### src/rtl/ram_access_arbiter.sv
// ram_access_arbiter: arbitrates two requesters onto one single-port,
// byte-writable, word-wide RAM with 1-cycle read latency. Word-crossing
// accesses become two RAM beats; load data comes back right-aligned and
// zero-extended.
module ram_access_arbiter #(
  parameter int ADDR_W = 16
) (
  input  logic              clk,
  input  logic              rst_n,
  // requester 0 (CPU load/store unit)
  input  logic              m0_req_valid,
  output logic              m0_req_ready,
  input  logic              m0_req_we,
  input  logic [1:0]        m0_req_size,
  input  logic [ADDR_W-1:0] m0_req_addr,
  input  logic [31:0]       m0_req_wdata,
  output logic              m0_rsp_valid,
  // requester 1 (debug/loader port)
  input  logic              m1_req_valid,
  output logic              m1_req_ready,
  input  logic              m1_req_we,
  input  logic [1:0]        m1_req_size,
  input  logic [ADDR_W-1:0] m1_req_addr,
  input  logic [31:0]       m1_req_wdata,
  output logic              m1_rsp_valid,
  // shared response data
  output logic [31:0]       rsp_rdata,
  // RAM side
  output logic              ram_en,
  output logic [3:0]        ram_we,
  output logic [ADDR_W-3:0] ram_addr,
  output logic [31:0]       ram_wdata,
  input  logic [31:0]       ram_rdata,
  output logic              busy
);

  typedef enum logic [2:0] {
    S_IDLE,
    S_ACC0,
    S_ACC1,
    S_WAIT,
    S_RESP
  } state_e;

  localparam logic [ADDR_W-3:0] ONE_WORD = 1;

  state_e            state_q, state_d;
  logic              we_q, we_d;
  logic [1:0]        size_q, size_d;
  logic [ADDR_W-1:0] addr_q, addr_d;
  logic [31:0]       wdata_q, wdata_d;
  logic              port_q, port_d;
  logic              rr_last_q, rr_last_d;
  logic [31:0]       b0_q, b0_d;
  logic [31:0]       rsp_rdata_q, rsp_rdata_d;

  // Access geometry derived from the latched request
  logic [1:0]        off;
  logic [2:0]        nbytes;
  logic [3:0]        mask;
  logic [2:0]        end_off;
  logic              split;
  logic [7:0]        we_lanes;
  logic [63:0]       wd_lanes;
  logic [31:0]       rd_lo, rd_hi;
  logic [63:0]       rd_lanes;
  logic [31:0]       byte_mask32;
  logic [31:0]       rdata_fmt;
  logic [ADDR_W-3:0] word_addr;
  logic              grant0, grant1;

  assign off       = addr_q[1:0];
  assign word_addr = addr_q[ADDR_W-1:2];
  assign nbytes    = (size_q == 2'b00) ? 3'd1 : (size_q == 2'b01) ? 3'd2 : 3'd4;
  assign mask      = (size_q == 2'b00) ? 4'b0001 : (size_q == 2'b01) ? 4'b0011 : 4'b1111;
  assign end_off   = {1'b0, off} + nbytes;
  assign split     = end_off > 3'd4;

  // One 8-lane shift yields both beats: low half is beat0, high half beat1.
  assign we_lanes  = {4'b0000, mask} << off;
  assign wd_lanes  = {32'h0, wdata_q} << {off, 3'b000};

  // In WAIT the live RAM data is the last beat; beat0 sits in b0_q if split.
  assign rd_lo       = split ? b0_q : ram_rdata;
  assign rd_hi       = split ? ram_rdata : 32'h0;
  assign rd_lanes    = {rd_hi, rd_lo} >> {off, 3'b000};
  assign byte_mask32 = {{8{mask[3]}}, {8{mask[2]}}, {8{mask[1]}}, {8{mask[0]}}};
  assign rdata_fmt   = rd_lanes[31:0] & byte_mask32;

  // Round-robin: on contention the port that did not win last time goes.
  assign grant0 = m0_req_valid && (!m1_req_valid || rr_last_q);
  assign grant1 = m1_req_valid && (!m0_req_valid || !rr_last_q);

  assign busy      = (state_q != S_IDLE);
  assign rsp_rdata = rsp_rdata_q;

  // Next-state, register-load and output decode
  always_comb begin
    // NOTE: every signal written here gets a default first, so no path can
    // leave one unassigned and infer a latch.
    state_d      = state_q;
    we_d         = we_q;
    size_d       = size_q;
    addr_d       = addr_q;
    wdata_d      = wdata_q;
    port_d       = port_q;
    rr_last_d    = rr_last_q;
    b0_d         = b0_q;
    rsp_rdata_d  = rsp_rdata_q;
    m0_req_ready = 1'b0;
    m1_req_ready = 1'b0;
    m0_rsp_valid = 1'b0;
    m1_rsp_valid = 1'b0;
    ram_en       = 1'b0;
    ram_we       = 4'b0000;
    ram_addr     = '0;
    ram_wdata    = 32'h0;

    case (state_q)
      S_IDLE: begin
        // Ready is held low while reset is applied so all outputs read 0.
        m0_req_ready = grant0 & rst_n;
        m1_req_ready = grant1 & rst_n;
        if (grant0 || grant1) begin
          port_d    = grant1;
          rr_last_d = grant1;
          we_d      = grant1 ? m1_req_we    : m0_req_we;
          size_d    = grant1 ? m1_req_size  : m0_req_size;
          addr_d    = grant1 ? m1_req_addr  : m0_req_addr;
          wdata_d   = grant1 ? m1_req_wdata : m0_req_wdata;
          state_d   = S_ACC0;
        end
      end
      S_ACC0: begin
        ram_en    = 1'b1;
        ram_addr  = word_addr;
        ram_we    = we_q ? we_lanes[3:0] : 4'b0000;
        ram_wdata = we_q ? wd_lanes[31:0] : 32'h0;
        state_d   = split ? S_ACC1 : S_WAIT;
      end
      S_ACC1: begin
        ram_en    = 1'b1;
        ram_addr  = word_addr + ONE_WORD;
        ram_we    = we_q ? we_lanes[7:4] : 4'b0000;
        ram_wdata = we_q ? wd_lanes[63:32] : 32'h0;
        b0_d      = ram_rdata;
        state_d   = S_WAIT;
      end
      S_WAIT: begin
        rsp_rdata_d = we_q ? 32'h0 : rdata_fmt;
        state_d     = S_RESP;
      end
      S_RESP: begin
        m0_rsp_valid = !port_q;
        m1_rsp_valid = port_q;
        state_d      = S_IDLE;
      end
      default: state_d = S_IDLE;
    endcase
  end

  // State and datapath registers
  always_ff @(posedge clk or negedge rst_n) begin
    if (!rst_n) begin
      state_q     <= S_IDLE;
      we_q        <= 1'b0;
      size_q      <= 2'b00;
      addr_q      <= '0;
      wdata_q     <= 32'h0;
      port_q      <= 1'b0;
      rr_last_q   <= 1'b1;
      b0_q        <= 32'h0;
      rsp_rdata_q <= 32'h0;
    end else begin
      // NOTE: non-blocking assignments here so every flop samples the
      // pre-edge value of its _d input, independent of statement order.
      state_q     <= state_d;
      we_q        <= we_d;
      size_q      <= size_d;
      addr_q      <= addr_d;
      wdata_q     <= wdata_d;
      port_q      <= port_d;
      rr_last_q   <= rr_last_d;
      b0_q        <= b0_d;
      rsp_rdata_q <= rsp_rdata_d;
    end
  end

endmodule

### config.mk
export PLATFORM = sky130hd
export DESIGN_NAME = ram_access_arbiter
export DESIGN_NICKNAME = d
export VERILOG_FILES = /design/src/rtl/ram_access_arbiter.sv
export SDC_FILE = /design/constraint.sdc
export NUM_CORES = 1
export LEC_CHECK = 0
export BUFFER_PORTS_ARGS = -buffer_cell sky130_fd_sc_hd__buf_2
export CORE_ASPECT_RATIO = 0.7
export CORE_MARGIN = 1.5
export CORE_UTILIZATION = 49
export CTS_BUF_LIST = sky130_fd_sc_hd__clkbuf_4 sky130_fd_sc_hd__clkbuf_8
export CTS_CLUSTER_DIAMETER = 30
export DETAILED_ROUTE_END_ITERATION = 12
export PLACE_DENSITY_LB_ADDON = 0.25
export SLEW_MARGIN = 40
export SYNTH_ARGS = -nofsm -noshare
export SYNTH_HDL_FRONTEND = slang
export SYNTH_SLANG_ARGS = --single-unit
### constraint.sdc
create_clock -name clk -period 3 [get_ports clk]
set_input_delay 0.45 -clock clk [delete_from_list [all_inputs] [get_ports clk]]
set_output_delay 0.45 -clock clk [all_outputs]
set_load 0.03 [all_outputs]
==> summary.md <==
| Metric | Value |
|---|---|
| Clock group share of total power | `roughly 13%` |
| Port bufs | `~230` |
| Cell taking the most area after synthesis | `dfrtp_1` |
| Post-synthesis compound-gate area fraction | `about 18%` |
| P_sw | `0.00590 W` |
| Adder-Cell Fraction of Synth Area | `0.777%` |
| Seq/Total Area, Yosys | `40.6%` |
| Synth Cell Area | `7400 um2` |
| Fin nets | `~1200` |
| Distinct cells, synth | `47` |
| Peak supply drop | `approximately 0.67 mV` |
| Clock Skews | `0.0162 ns` |
| Hold crit path type | `input port to async pin` |
| Worst setup SP type | `register` |
| Simple-gate share of the synthesized area | `18.5%` |
| Final hold vios | `0` |
| Ys async rst share | `100%` |
| Post-synthesis mux area share | `between 10% and 20%` |
| Worst-Margin Slew | `0.812 ns` |
| Synth Instances | `roughly 840` |
| Min Tclk post-route | `2.96 ns` |
| Commonest non-fill, non-tap cell in the layout | `buf_2` |
| Initial core utilization | `50.3%` |
| Largest buffer count on any clock path | `2` |
| Max cap viols | `0` |
| Routability cong. | `approximately 0.94` |
| Gr usage total | `between 20% and 30%` |
| Mean Syn Cell Area | `8.79 um2` |
| Number of synthesized flops with an enable pin | `0` |
| Critical path origin | `state_q[1]$_DFFE_PN0P_` |
| Synth-to-layout area growth | `23.9%` |
| Dominant synthesized flop cell | `dfrtp_1` |
| Wirelength per Cell | `roughly 19 um` |
| DRT Pass-1 Iters | `5` |
| Combinational share of power | `roughly 61%` |
| Share of cells above drive strength 1 | `roughly 30%` |
| Initial antenna violation count | `2` |
| Post-CTS Setup Bufs | `0` |
| Worst R2R Path Depth | `9` |
| CTS tree | `yes` |
| Leak | `approximately 4.7 nW` |
| Achievable Freq | `between 300 and 400 MHz` |
| Ranking of synthesized cells by area | `dfrtp_1 (40%), mux2i_1 (14%), nand2_1 (8.0%)` |
| Worst R2R Start | `size_q[0]$_DFFE_PN0P_` |
| Final core occ | `between 60 and 70%` |
| Iter 0 DRT Violations | `around 780` |
| Power Internal | `between 0.005 and 0.006 W` |
| Top-area cell type share of the netlist area | `between 40% and 50%` |
| Status | `finished clean` |
| Sw Share | `50.4%` |
| Storage cell area | `about 3000 um2` |
| Number of I/O pins | `roughly 230` |
| Worst slew margin | `around 45%` |
| Critical path endpoint category | `output pin` |
| Yosys reg bits | `between 100 and 150` |
| RSZ-0062 raised after global routing | `true` |
| First-pass GRT wire length | `roughly 36 mm` |
| Drt via density | `a little under 6` |
| Clk root buf | `clkbuf_8` |
| XOR/XNOR share of the synthesized area | `0.355%` |
| Gr ovfl total | `0` |
| # DRC | `0` |
| CTS Hold Bufs | `0` |
| Crit share post-route | `a little over nine tenths` |
| Largest net degree at the start of global routing | `approximately 120` |
| Yosys warning total | `0` |
| CP Class | `register to output pin` |
| Die extent in y | `roughly 110 um` |
| Final instance area | `9180 um2` |
| H-tree depth | `4` |
| Fill cells | `approximately 1300` |
| Commonest cells after routing, fill and taps aside | `buf_2 (224), nand2_1 (157), dfrtp_1 (118), mux2i_1 (104), nor2_1 (99)` |
| Latest clock arrival within the worst-skew pair | `around 0.45 ns` |
| Total power | `between 0.01 and 0.015 W` |
| Post-DP HPWL | `roughly 17 mm` |
| Row Count | `37` |
| DRT antenna net count | `0` |
| Sequential power share | `26.3%` |
| Power per Cell Area | `around 1300 nW/um2` |
| TritonCTS Sinks | `120` |
| Via count | `about 7300` |
| Die footprint | `between 15000 and 20000 um2` |
| Syn Nets | `between 900 and 1000` |
| Area of the multi-input gates | `4100 um2` |
| CP Max Fanout | `15` |
| DP Area | `about 8800 um2` |
| Crit path DAT | `2.51 ns` |
| Final setup vio count | `0` |
| Register clock-pin slew on the reported worst setup and hold paths | `approximately 0.080 ns` |
| N_diodes | `0` |
| Worst EP required | `about 2.6 ns` |
| Die W | `150 um` |
| CTS Buf Count | `17` |
| WL final | `~24 mm` |
| Fin. max-slew vios | `0` |
| Largest family of logic cells by synthesized area | `simple AND/OR/NAND/NOR gates` |
| Vias in the first global route | `approximately 6600` |
| Core Area | `14700 um2` |
| Post-CTS sizing | `1` |
routing by layer:
layer / up-vias / GRT usage (%) / part of all wire (%)
met5: - / 4.00 / 0.098
met4: 4 / 7.91 / 1.0
met3: 28 / 11.1 / 13
met2: 432 / 39.7 / 41
met1: 3401 / 44.4 / 45
li1: 3433 / - / -
flip-flops by register name, summed over array words and instances (netlist names):
name	flops
b0_q	32
state_q	3
wdata_q	32
addr_q	16
rr_last_q	1
port_q	1
we_q	1
size_q	2
rsp_rdata	32
critical path: stages, from the launching register on:
cell and delay (ns):
dfrtp_1 0.50, nor3b_2 0.35, buf_4 0.27, nand3_1 0.10, buf_4 0.22, o21ai_0 0.36, buf_2 0.28
cells by family (layout without fill, tap and decap cells):
| group | after synthesis | after routing |
|---|---|---|
| AOI/OAI and AO/OA | 200 | 200 |
| xor gates and xnor gates | 3 | 3 |
| adders and majority gates | 4 | 4 |
| buffers and inverters | 75 | 297 |
| DFF | 120 | 120 |
| muxes | 118 | 118 |
| and+or+nand+nor | 322 | 322 |
worst paths after layout:
kind / to / slack, ns
setup / recovery: ram_we[1] / 0.04
hold / removal: rsp_rdata[4]$_DFFE_PN0P_ / 0.11
setup reg to reg: rsp_rdata[7]$_DFFE_PN0P_ / 0.17
hold reg to reg: b0_q[9]$_DFFE_PN0P_ / 0.48
max in group asynchronous: wdata_q[4]$_DFFE_PN0P_ / 2.24
min in group clk: rr_last_q$_DFFE_PN1P_ / 0.24
power by group through the flow:
stage	sequential, W	combinational (W)	clock [W]
4_1_cts	0.00304	0.00704	0.00152
3_3_place_gp	0.00305	0.00689	0
6_report	0.00308	0.00712	0.00150
3_5_place_dp	0.00306	0.00702	0
2_1_floorplan	0.00304	0.00513	0
5_1_grt	0.00316	0.00772	0.00159
final cells by class:
type	instances	share of cell area (%)
clock buffer	24	3.26
multi-input combinational	647	44.6
clock inverter	8	1.05
timing repair buffer	256	15.3
inverter	9	0.368
tap	195	2.66
sequential	120	32.8
synthesized netlist by cell type (all sizes together) (4+ instances only):
cell	number
o21ai	49
and3	8
a31oi	10
a211oi	8
buf	30
or3	7
o211ai	8
o22ai	8
and2	11
nor3	4
nor2	103
a32o	15
inv	8
clkbuf	36
dfrtp	119
a221o	27
nand3	20
mux4	8
o31ai	6
a21oi	62
mux2i	104
mux2	6
nand2	158
stage by stage:
| stage | setup WS (ns) | hold WS, ns | cells | TNS, ns |
|---|---|---|---|---|
| global placement | 0.255 | 0.460 | 1227 | 0 |
| global route | -0.0327 | 0.219 | 1259 | -0.0699 |
| floorplan | 0.161 | 0.154 | 842 | 0 |
| CTS | 0.0200 | 0.201 | 1259 | 0 |
| detailed placement | 0.200 | 0.459 | 1227 | 0 |
| finish | 0.0374 | 0.106 | 1259 | 0 |
Power figures use the tool's default switching activity.
